**config.mk**
```make
export PLATFORM = sky130hd
export DESIGN_NAME = id_ex_control_stage
export DESIGN_NICKNAME = d
export VERILOG_FILES = /design/src/rtl/mips_ctrl_pkg.sv /design/src/rtl/main_decoder.sv /design/src/rtl/id_ex_control_stage.sv
export SDC_FILE = /design/constraint.sdc
export NUM_CORES = 1
export LEC_CHECK = 0
export ABC_CLOCK_PERIOD_IN_PS = 1900
export BUFFER_PORTS_ARGS = -buffer_cell sky130_fd_sc_hd__buf_4
export CORE_UTILIZATION = 45
export DETAILED_ROUTE_END_ITERATION = 8
export PLACE_DENSITY = 0.79
export SYNTH_ARGS = -nofsm -noshare
export SYNTH_HDL_FRONTEND = slang
export SYNTH_SLANG_ARGS = --single-unit
```
**constraint.sdc**
```tcl
create_clock -name clk -period 1.9 [get_ports clk]
set_input_delay 0.285 -clock clk [delete_from_list [all_inputs] [get_ports clk]]
set_output_delay 0.285 -clock clk [all_outputs]
set_load 0.01 [all_outputs]
```
**src/rtl/mips_ctrl_pkg.sv**
```systemverilog
// rtl/mips_ctrl_pkg.sv - opcodes, ALUOp codes and control bundle shared by the ID/EX control slice
package mips_ctrl_pkg;

  localparam logic [5:0] OP_RTYPE = 6'b000000;
  localparam logic [5:0] OP_LW    = 6'b100011;
  localparam logic [5:0] OP_SW    = 6'b101011;
  localparam logic [5:0] OP_BEQ   = 6'b000100;
  localparam logic [5:0] OP_ADDI  = 6'b001000;
  localparam logic [5:0] OP_ANDI  = 6'b001100;
  localparam logic [5:0] OP_ORI   = 6'b001101;
  localparam logic [5:0] OP_SLTI  = 6'b001010;
  localparam logic [5:0] OP_J     = 6'b000010;

  localparam logic [3:0] AOP_ADD   = 4'b0000;
  localparam logic [3:0] AOP_SUB   = 4'b0001;
  localparam logic [3:0] AOP_RTYPE = 4'b0010;
  localparam logic [3:0] AOP_AND   = 4'b0011;
  localparam logic [3:0] AOP_OR    = 4'b0100;
  localparam logic [3:0] AOP_SLT   = 4'b0101;

  typedef struct packed {
    logic [3:0] aluop;
    logic       regdst;
    logic       alusrc;
    logic       memread;
    logic       memwrite;
    logic       regwrite;
    logic       memtoreg;
    logic       branch;
  } ctrl_t;

  localparam ctrl_t CTRL_NONE = '0;

endpackage

```
**src/rtl/main_decoder.sv**
```systemverilog
// rtl/main_decoder.sv - combinational opcode decoder
//   opcode   : instr[31:26]
//   ctrl     : ALUOp and datapath control bundle
//   uses_rs  : instruction reads rs
//   uses_rt  : instruction reads rt as a source
//   jump     : opcode is j
//   illegal  : opcode not recognised
module main_decoder
  import mips_ctrl_pkg::*;
(
  input  logic [5:0] opcode,
  output ctrl_t      ctrl,
  output logic       uses_rs,
  output logic       uses_rt,
  output logic       jump,
  output logic       illegal
);

  always_comb begin
    ctrl    = CTRL_NONE;
    uses_rs = 1'b0;
    uses_rt = 1'b0;
    jump    = 1'b0;
    illegal = 1'b0;
    unique case (opcode)
      OP_RTYPE: begin
        ctrl.aluop    = AOP_RTYPE;
        ctrl.regdst   = 1'b1;
        ctrl.regwrite = 1'b1;
        uses_rs       = 1'b1;
        uses_rt       = 1'b1;
      end
      OP_LW: begin
        ctrl.aluop    = AOP_ADD;
        ctrl.alusrc   = 1'b1;
        ctrl.memread  = 1'b1;
        ctrl.regwrite = 1'b1;
        ctrl.memtoreg = 1'b1;
        uses_rs       = 1'b1;
      end
      OP_SW: begin
        ctrl.aluop    = AOP_ADD;
        ctrl.alusrc   = 1'b1;
        ctrl.memwrite = 1'b1;
        uses_rs       = 1'b1;
        uses_rt       = 1'b1;
      end
      OP_BEQ: begin
        ctrl.aluop  = AOP_SUB;
        ctrl.branch = 1'b1;
        uses_rs     = 1'b1;
        uses_rt     = 1'b1;
      end
      OP_ADDI, OP_ANDI, OP_ORI, OP_SLTI: begin
        ctrl.alusrc   = 1'b1;
        ctrl.regwrite = 1'b1;
        uses_rs       = 1'b1;
        case (opcode)
          OP_ANDI: ctrl.aluop = AOP_AND;
          OP_ORI:  ctrl.aluop = AOP_OR;
          OP_SLTI: ctrl.aluop = AOP_SLT;
          default: ctrl.aluop = AOP_ADD;
        endcase
      end
      OP_J:    jump    = 1'b1;
      default: illegal = 1'b1;
    endcase
  end

endmodule

```
**src/rtl/id_ex_control_stage.sv**
```systemverilog
// rtl/id_ex_control_stage.sv - ID decode, load-use hazard detection and ID/EX pipeline register
//   clk, rst                 : clock, synchronous active-high reset
//   id_valid .. id_rd        : instruction fields held in IF/ID
//   flush                    : squash the ID-stage instruction
//   ext_stall                : freeze ID/EX
//   hazard_stall, id_jump    : combinational ID-stage outputs
//   ex_*                     : registered ID/EX contents
module id_ex_control_stage
  import mips_ctrl_pkg::*;
#(
  parameter int REG_W = 5,
  parameter int OP_W  = 6,
  parameter int AOP_W = 4
) (
  input  logic             clk,
  input  logic             rst,
  input  logic             id_valid,
  input  logic [OP_W-1:0]  id_opcode,
  input  logic [OP_W-1:0]  id_funct,
  input  logic [REG_W-1:0] id_rs,
  input  logic [REG_W-1:0] id_rt,
  input  logic [REG_W-1:0] id_rd,
  input  logic             flush,
  input  logic             ext_stall,
  output logic             hazard_stall,
  output logic             id_jump,
  output logic             ex_valid,
  output logic [AOP_W-1:0] ex_ALUOp,
  output logic [OP_W-1:0]  ex_funct,
  output logic             ex_RegDst,
  output logic             ex_ALUSrc,
  output logic             ex_MemRead,
  output logic             ex_MemWrite,
  output logic             ex_RegWrite,
  output logic             ex_MemtoReg,
  output logic             ex_Branch,
  output logic [REG_W-1:0] ex_rs,
  output logic [REG_W-1:0] ex_rt,
  output logic [REG_W-1:0] ex_rd,
  output logic             ex_illegal
);

  ctrl_t dec_ctrl;
  logic  dec_uses_rs;
  logic  dec_uses_rt;
  logic  dec_jump;
  logic  dec_illegal;
  ctrl_t ex_ctrl;

  main_decoder u_main_decoder (
    .opcode  (id_opcode),
    .ctrl    (dec_ctrl),
    .uses_rs (dec_uses_rs),
    .uses_rt (dec_uses_rt),
    .jump    (dec_jump),
    .illegal (dec_illegal)
  );

  // A load writing $0 produces nothing to wait for, so it never stalls.
  // A flushed ID instruction is discarded, so it cannot cause a stall either.
  assign hazard_stall = id_valid & ex_valid & ex_ctrl.memread & (ex_rt != '0) &
                        ((dec_uses_rs & (id_rs == ex_rt)) | (dec_uses_rt & (id_rt == ex_rt))) &
                        ~flush;

  assign id_jump = id_valid & dec_jump;

  // ext_stall outranks hazard_stall: the load stays in EX, so the stall persists.
  always_ff @(posedge clk) begin
    if (rst || flush || (!ext_stall && (hazard_stall || !id_valid))) begin
      ex_valid   <= 1'b0;
      ex_ctrl    <= CTRL_NONE;
      ex_funct   <= '0;
      ex_rs      <= '0;
      ex_rt      <= '0;
      ex_rd      <= '0;
      ex_illegal <= 1'b0;
    end else if (!ext_stall) begin
      ex_valid   <= 1'b1;
      ex_ctrl    <= dec_ctrl;
      ex_funct   <= id_funct;
      ex_rs      <= id_rs;
      ex_rt      <= id_rt;
      ex_rd      <= id_rd;
      ex_illegal <= dec_illegal;
    end
  end

  assign ex_ALUOp    = ex_ctrl.aluop;
  assign ex_RegDst   = ex_ctrl.regdst;
  assign ex_ALUSrc   = ex_ctrl.alusrc;
  assign ex_MemRead  = ex_ctrl.memread;
  assign ex_MemWrite = ex_ctrl.memwrite;
  assign ex_RegWrite = ex_ctrl.regwrite;
  assign ex_MemtoReg = ex_ctrl.memtoreg;
  assign ex_Branch   = ex_ctrl.branch;

endmodule

```
==> results.txt, run 1 <==
Area growth from synthesis to layout = 57.1%
Minimum clock period after layout = 2230 ps
Length in cells of the worst reg-to-reg path = 8
Met3 WL = 294 µm
Post-synth ARST share = 0%
H-tree levels = 2
DR vias = 1583
Pwr Density = 636 mW/mm²
Crit path max fanout = 5
Drt via density = 5.55
Crit-path cells = or4_4, o211ai_4, nor4_4, or2_1, buf_6
Setup crit start kind = flip-flop
Slew @ Worst Pin = 508 ps
Slew headroom = 65.9%
RSZ-0062 raised after global routing = yes
Drt pass-1 iters = 4
Average wire per standard cell = 16.1 µm
Final net count = 272
Met2 Wirelength = 2360 µm
Final Routed Wirelength = 4590 µm
Ys flop type = dfxtp_1
Post-cts hold buffer count = 0
Later-pin clock latency in the skew report = 340 ps
N_diodes = 0
Placed Area = 0.00214 mm²
Root Buffer = clkbuf_4
Hold Path Sink = ex_funct[2]
Area of the multi-input gates = 851 µm²
Fin crit share = 117%
Final GP Congestion = 0.850
Largest net degree at the start of global routing = 26
Leakage = 1.07 nW
Global-route wire length before repair = 6420 µm
Chip width = 60.1 µm
Final Core Density = 76.2%
Final setup margin = -327 ps
FP Rows = 20
Detail Route Antenna Nets = 0
EDFF count, synth = 0
Unique masters post-synth = 40
DRC Markers = 0
CTS clk-pin slew, worst paths = 100 ps
Int Pwr = 1.15 mW
Layout cells sized above 1 = 48.5%
Part of the power in registers = 45.5%
Final setup violation count = 26
Post-route setup TNS = -2870 ps
Fillers = 221
CTS Buf Count = 5
Hold path cells = 2
Worst reg2reg setup slack = -180 ps
Worst reg2reg path startpoint = ex_rt[1]
FF/Latch Area = 644 µm²
GRT overflow = 0
TritonCTS clock tree = yes
Max Root-Sink Buffers = 2
Mean cell area of the mapped netlist = 9.98 µm²
Crit path kind = reg2out
Initial antenna violation count = 0
Hold Fails Final Rpt = 0
VDD IR max = 0.000374 V
Die ar. = 0.00361 mm²
Failing checks = negative setup slack
Cells after Synth = 152
Mapped Area = 0.00152 mm²
HP Class = in2reg
Slew Limit Fails = 0
Tot GR Track Use = 24.4%
Final Non-Filler Cells = 285
Crit path largest cell delay = 520 ps
Hpwl dp = 3090 µm
HP Start = id_funct[2]
Place WS = -58.0 ps
Sw Share = 23.9%
Initial DRC Count = 54
Logic gate share of total power = 15.6%
Starting density of the core = 48.5%
Crit path launch = ex_rt[1]
Port Buf Inserts = 66
WP data required = 1620 ps
Core area = 0.00313 mm²
Clk sinks = 32
Die Ht = 60.1 µm
CP max-delay cell = or4_4
Final setup skew = 6.31 ps
Max-cap check violation count = 0
Crit path DAT = 1940 ps
RR Endpoint = ex_rt[4]
Max Freq = 0.449 GHz
Ports = 68
Syn. warnings = 0
Clock power share = 38.9%
Sequential cell area fraction in the yosys report = 42.2%
Sw power = 363 µW
Final Cell Area = 0.00238 mm²
Vias in the first global route = 1422
Yosys reg bits = 32
Critical path endpoint category = output pin
Max layer used = met4
Syn nets = 184
Status = finished, violations left
Metal1 wirelength = 1870 µm
Placed insts = 269
==> sequential cells by signal, summed over array words and instances (netlist names) <==
signal and count:
ex_ALUSrc 1, ex_rs 5, ex_rt 5, ex_RegWrite 1
ex_funct 6, ex_ALUOp 3, ex_valid 1, ex_rd 5
ex_MemWrite 1, ex_MemtoReg 1, ex_RegDst 1, ex_illegal 1
ex_Branch 1
==> placed cells by master, fill, tap and decap left out, drive strengths merged <==
cell type and count:
buf 94, dfxtp 32, a22o 22, xnor2 10, nand2 9, nor2 8, a211oi 7, clkbuf 7
nor3 5, o21ai 5, nand3 4, and4b 3, nor4 3, nor2b 3, a32o 3, mux2i 2
nand4 2, a32oi 2, a21oi 2, or4 2, inv 2, and4bb 1, o211ai 1, or2 1
o41ai 1, a22oi 1, o31a 1, o22ai 1, a221oi 1, xor2 1, a21o 1, and2 1
a31oi 1, conb 1, bufinv 1
==> per-stage QoR <==
step | hold WS, ps | power [mW]
2_1_floorplan | 411 | 0.809
4_1_cts | 147 | 1.50
5_1_grt | 135 | 1.57
3_3_place_gp | 463 | 0.912
6_report | 149 | 1.52
3_5_place_dp | 466 | 0.918
==> area by class of cell <==
type / instances / share of cell area [%]
tap: 44 / 2.31
timing repair buffer: 94 / 30.7
multi-input combinational: 105 / 35.7
inverter: 2 / 0.315
clock inverter: 1 / 1.26
clock buffer: 7 / 2.73
sequential: 32 / 27.0
==> worst max-delay path: cells and delay by family, from the launching register on <==
family	cells	cell delay, ps
AO/OA/AOI/OAI	1	250
buffers and inverters	1	130
flip-flops	1	380
AND/OR/NAND/NOR	3	850
==> power groups by stage <==
stage	Sequential, mW	Clock [mW]	Combinational [mW]
4_1_cts	0.690	0.587	0.221
3_3_place_gp	0.705	0	0.208
6_report	0.691	0.589	0.237
3_5_place_dp	0.706	0	0.213
2_1_floorplan	0.711	0	0.0982
5_1_grt	0.692	0.623	0.253
==> logic make-up after synthesis <==
logic type / count (synthesis) / share of synthesized area, %
XOR/XNOR: 11 / 6.35
other: 1 / 0.247
AND/OR/NAND/NOR: 42 / 17.3
AO/OA/AOI/OAI: 49 / 26.5
multiplexers: 2 / 1.32
buffers and inverters: 15 / 6.10
flip-flops: 32 / 42.2
==> repair_timing <==
action                                  CTS  global route
hold endpoints to repair                  0             0
gates cloned                              0             2
setup buffers                             4             3
endpoints found under the setup margin    3            32
gates resized for setup                   8            12
pin swaps                                 8             7
==> synth_stat cells, types with 2 or more instances <==
library cell / instances / area [µm²]
a211oi_1: 7 / 52.6
a21oi_1: 2 / 10.0
a22o_1: 22 / 193
a32o_1: 3 / 30.0
a32oi_1: 2 / 17.5
and4b_1: 3 / 30.0
buf_2: 5 / 25.0
buf_4: 2 / 15.0
buf_6: 3 / 33.8
clkbuf_1: 3 / 11.3
dfxtp_1: 32 / 641
mux2i_1: 2 / 20.0
nand2_1: 9 / 33.8
nand3_1: 4 / 20.0
nand4_1: 2 / 12.5
nor2_1: 8 / 30.0
nor2b_1: 3 / 18.8
nor3_1: 4 / 20.0
nor4_2: 3 / 37.5
o21ai_0: 3 / 15.0
o21ai_1: 2 / 10.0
xnor2_1: 10 / 87.6
==> worst max path at each step <==
| stage | end | slack [ps] | cells past startpoint |
|---|---|---|---|
| 2_1_floorplan | ex_ALUOp[2] | 120 | 5 |
| 3_3_place_gp | hazard_stall | -20 | 6 |
| 3_5_place_dp | hazard_stall | -60 | 7 |
| 4_1_cts | hazard_stall | -340 | 5 |
| 5_1_grt | hazard_stall | -380 | 5 |
| 6_report | hazard_stall | -330 | 5 |
==> layer usage <==
layer / vias to the layer above / global-route usage [%]
met4: 0 / 8.31
met1: 758 / 29.1
li1: 752 / -
met3: 7 / 6.28
met2: 66 / 42.4
met5: - / 0
Power figures use the tool's default switching activity.
==> inputs of run 2 (changes only) <==
CORE_UTILIZATION = 30   (was 45)
PLACE_DENSITY = 0.57   (was 0.79)
==> run 2 against run 1 <==
Compared with the run above: the run still ends with negative setup slack left; sequential power is essentially flat; register-to-register slack better by 80 ps; flip-flop and latch count is the same; largest power group unchanged; highest routed layer unchanged.
==> results.txt, run 2 (same netlist as run 1, synthesis figures left out) <==
H-tree levels = 2
Die ar. = 0.00535 mm²
Final net count = 272
WP data required = 1620 ps
Setup crit start kind = flip-flop
Core area = 0.00479 mm²
RSZ-0062 raised after global routing = yes
Met2 Usage GRT = 23.5%
Critical path's top delay family = simple AND/OR/NAND/NOR gates
Placed Area = 0.00219 mm²
Vias in the first global route = 1427
Final setup skew = 3.24 ps
Met1 Use GR = 21.7%
Crit path launch = ex_rt[1]
DR vias = 1537
Biggest register = ex_funct
Final Power = 1.55 mW
Die Ht = 73.1 µm
Drt pass-1 iters = 4
Most frequent cells in the layout = buf_4, dfxtp_1, a22o_1
Crit path kind = reg2out
Crit path DAT = 1940 ps
Area of the multi-input gates = 825 µm²
Tot GR Track Use = 15.8%
Final Routed Wirelength = 4200 µm
Later-pin clock latency in the skew report = 280 ps
Max Freq = 0.449 GHz
VDD IR max = 0.000388 V
Met3 global-route usage = 4.56%
Largest net degree at the start of global routing = 26
HP Start = id_funct[1]
CTS Buf Count = 5
HP Class = in2reg
Hpwl dp = 3070 µm
Detail Route Antenna Nets = 0
Port Buf Inserts = 66
Initial DRC Count = 61
Post-cts hold buffer count = 0
Average wire per standard cell = 13.6 µm
Chip width = 73.1 µm
Minimum clock period after layout = 2230 ps
Final GP Congestion = 0.766
CP max-delay cell = or4_4
Max reg flops = 6
DRC Markers = 0
Leakage = 1.06 nW
Fin crit share = 117%
GRT busiest layer = met2
Final setup margin = -325 ps
Crit path max fanout = 3
Root Buffer = clkbuf_8
Max-cap check violation count = 0
Starting density of the core = 31.7%
Worst reg2reg path startpoint = ex_rt[1]
Crit-path cells = or4_4, o211ai_4, nor4_4, or2_1, buf_6
Critical path endpoint category = output pin
Final Cell Area = 0.00239 mm²
Failing checks = negative setup slack
Hold Fails Final Rpt = 0
Ports = 68
Commonest non-fill, non-tap cell in the layout = buf_4
Pwr Density = 651 mW/mm²
TritonCTS clock tree = yes
Area growth from synthesis to layout = 57.5%
N_diodes = 0
Slew @ Worst Pin = 505 ps
Max Root-Sink Buffers = 2
Slew headroom = 66.2%
Worst Path Buf+Inv = 1
GRT overflow = 0
Clk sinks = 32
Fillers = 493
Status = finished, violations left
Final setup violation count = 25
Crit path largest cell delay = 560 ps
Initial antenna violation count = 0
Drt via density = 4.99
CTS clk-pin slew, worst paths = 70 ps
Layout cells sized above 1 = 46.5%
FP Rows = 25
Global-route wire length before repair = 6560 µm
Slew Limit Fails = 0
FF/Latch Area = 644 µm²
-- run 2: worst paths after layout --
check,end,slack (ps),cells after the start
worst min register to register,ex_MemWrite,480,1
worst max register to register,ex_MemWrite,-100,7
worst min-delay path,ex_funct[1],210,2
worst max-delay path,hazard_stall,-330,5
-- run 2: final cells by class --
cell class | instances | area share, %
Clock buffer | 6 | 3.04
Multi-Input combinational cell | 105 | 34.5
Inverter | 2 | 0.314
Tap cell | 67 | 3.51
Sequential cell | 32 | 27.0
Clock inverter | 2 | 1.47
Timing Repair Buffer | 94 | 30.2
-- run 2: timing repair --
| action | CTS | global route |
|---|---|---|
| gates resized for setup | 2 | 5 |
| endpoints found under the setup margin | 3 | 27 |
| pin swaps | 1 | 10 |
| buffers inserted | 1 | 5 |
-- run 2: metal layers --
metal	wire length (µm)	vias to the layer above	part of all wire, %
met1	1970	715	47
met3	288	5	6.9
met5	0	-	0
met2	1920	61	46
met4	30	0	0.71
li1	-	756	-
-- run 2: stage by stage --
stage / std cells / utilization [%] / worst slack [ps] / setup TNS (ps) / hold WS [ps]
global placement: 294 / 45.9 / -42.8 / -364 / 464
CTS: 303 / 48.5 / -292 / -310 / 205
finish: 308 / 49.9 / -325 / -1580 / 214
detailed placement: 294 / 45.9 / -67.5 / -1240 / 463
floorplan: 152 / - / 123 / 0 / 411
global route: 308 / 49.9 / -367 / -3630 / 206
-- run 2: where the power goes --
group | total, mW | leakage (nW) | internal, mW | switching, mW
Combinational | 0.229 | 0.747 | 0.119 | 0.110
Sequential | 0.688 | 0.260 | 0.681 | 0.00691
Clock | 0.638 | 0.0552 | 0.389 | 0.249
Total | 1.55 | 1.06 | 1.19 | 0.365
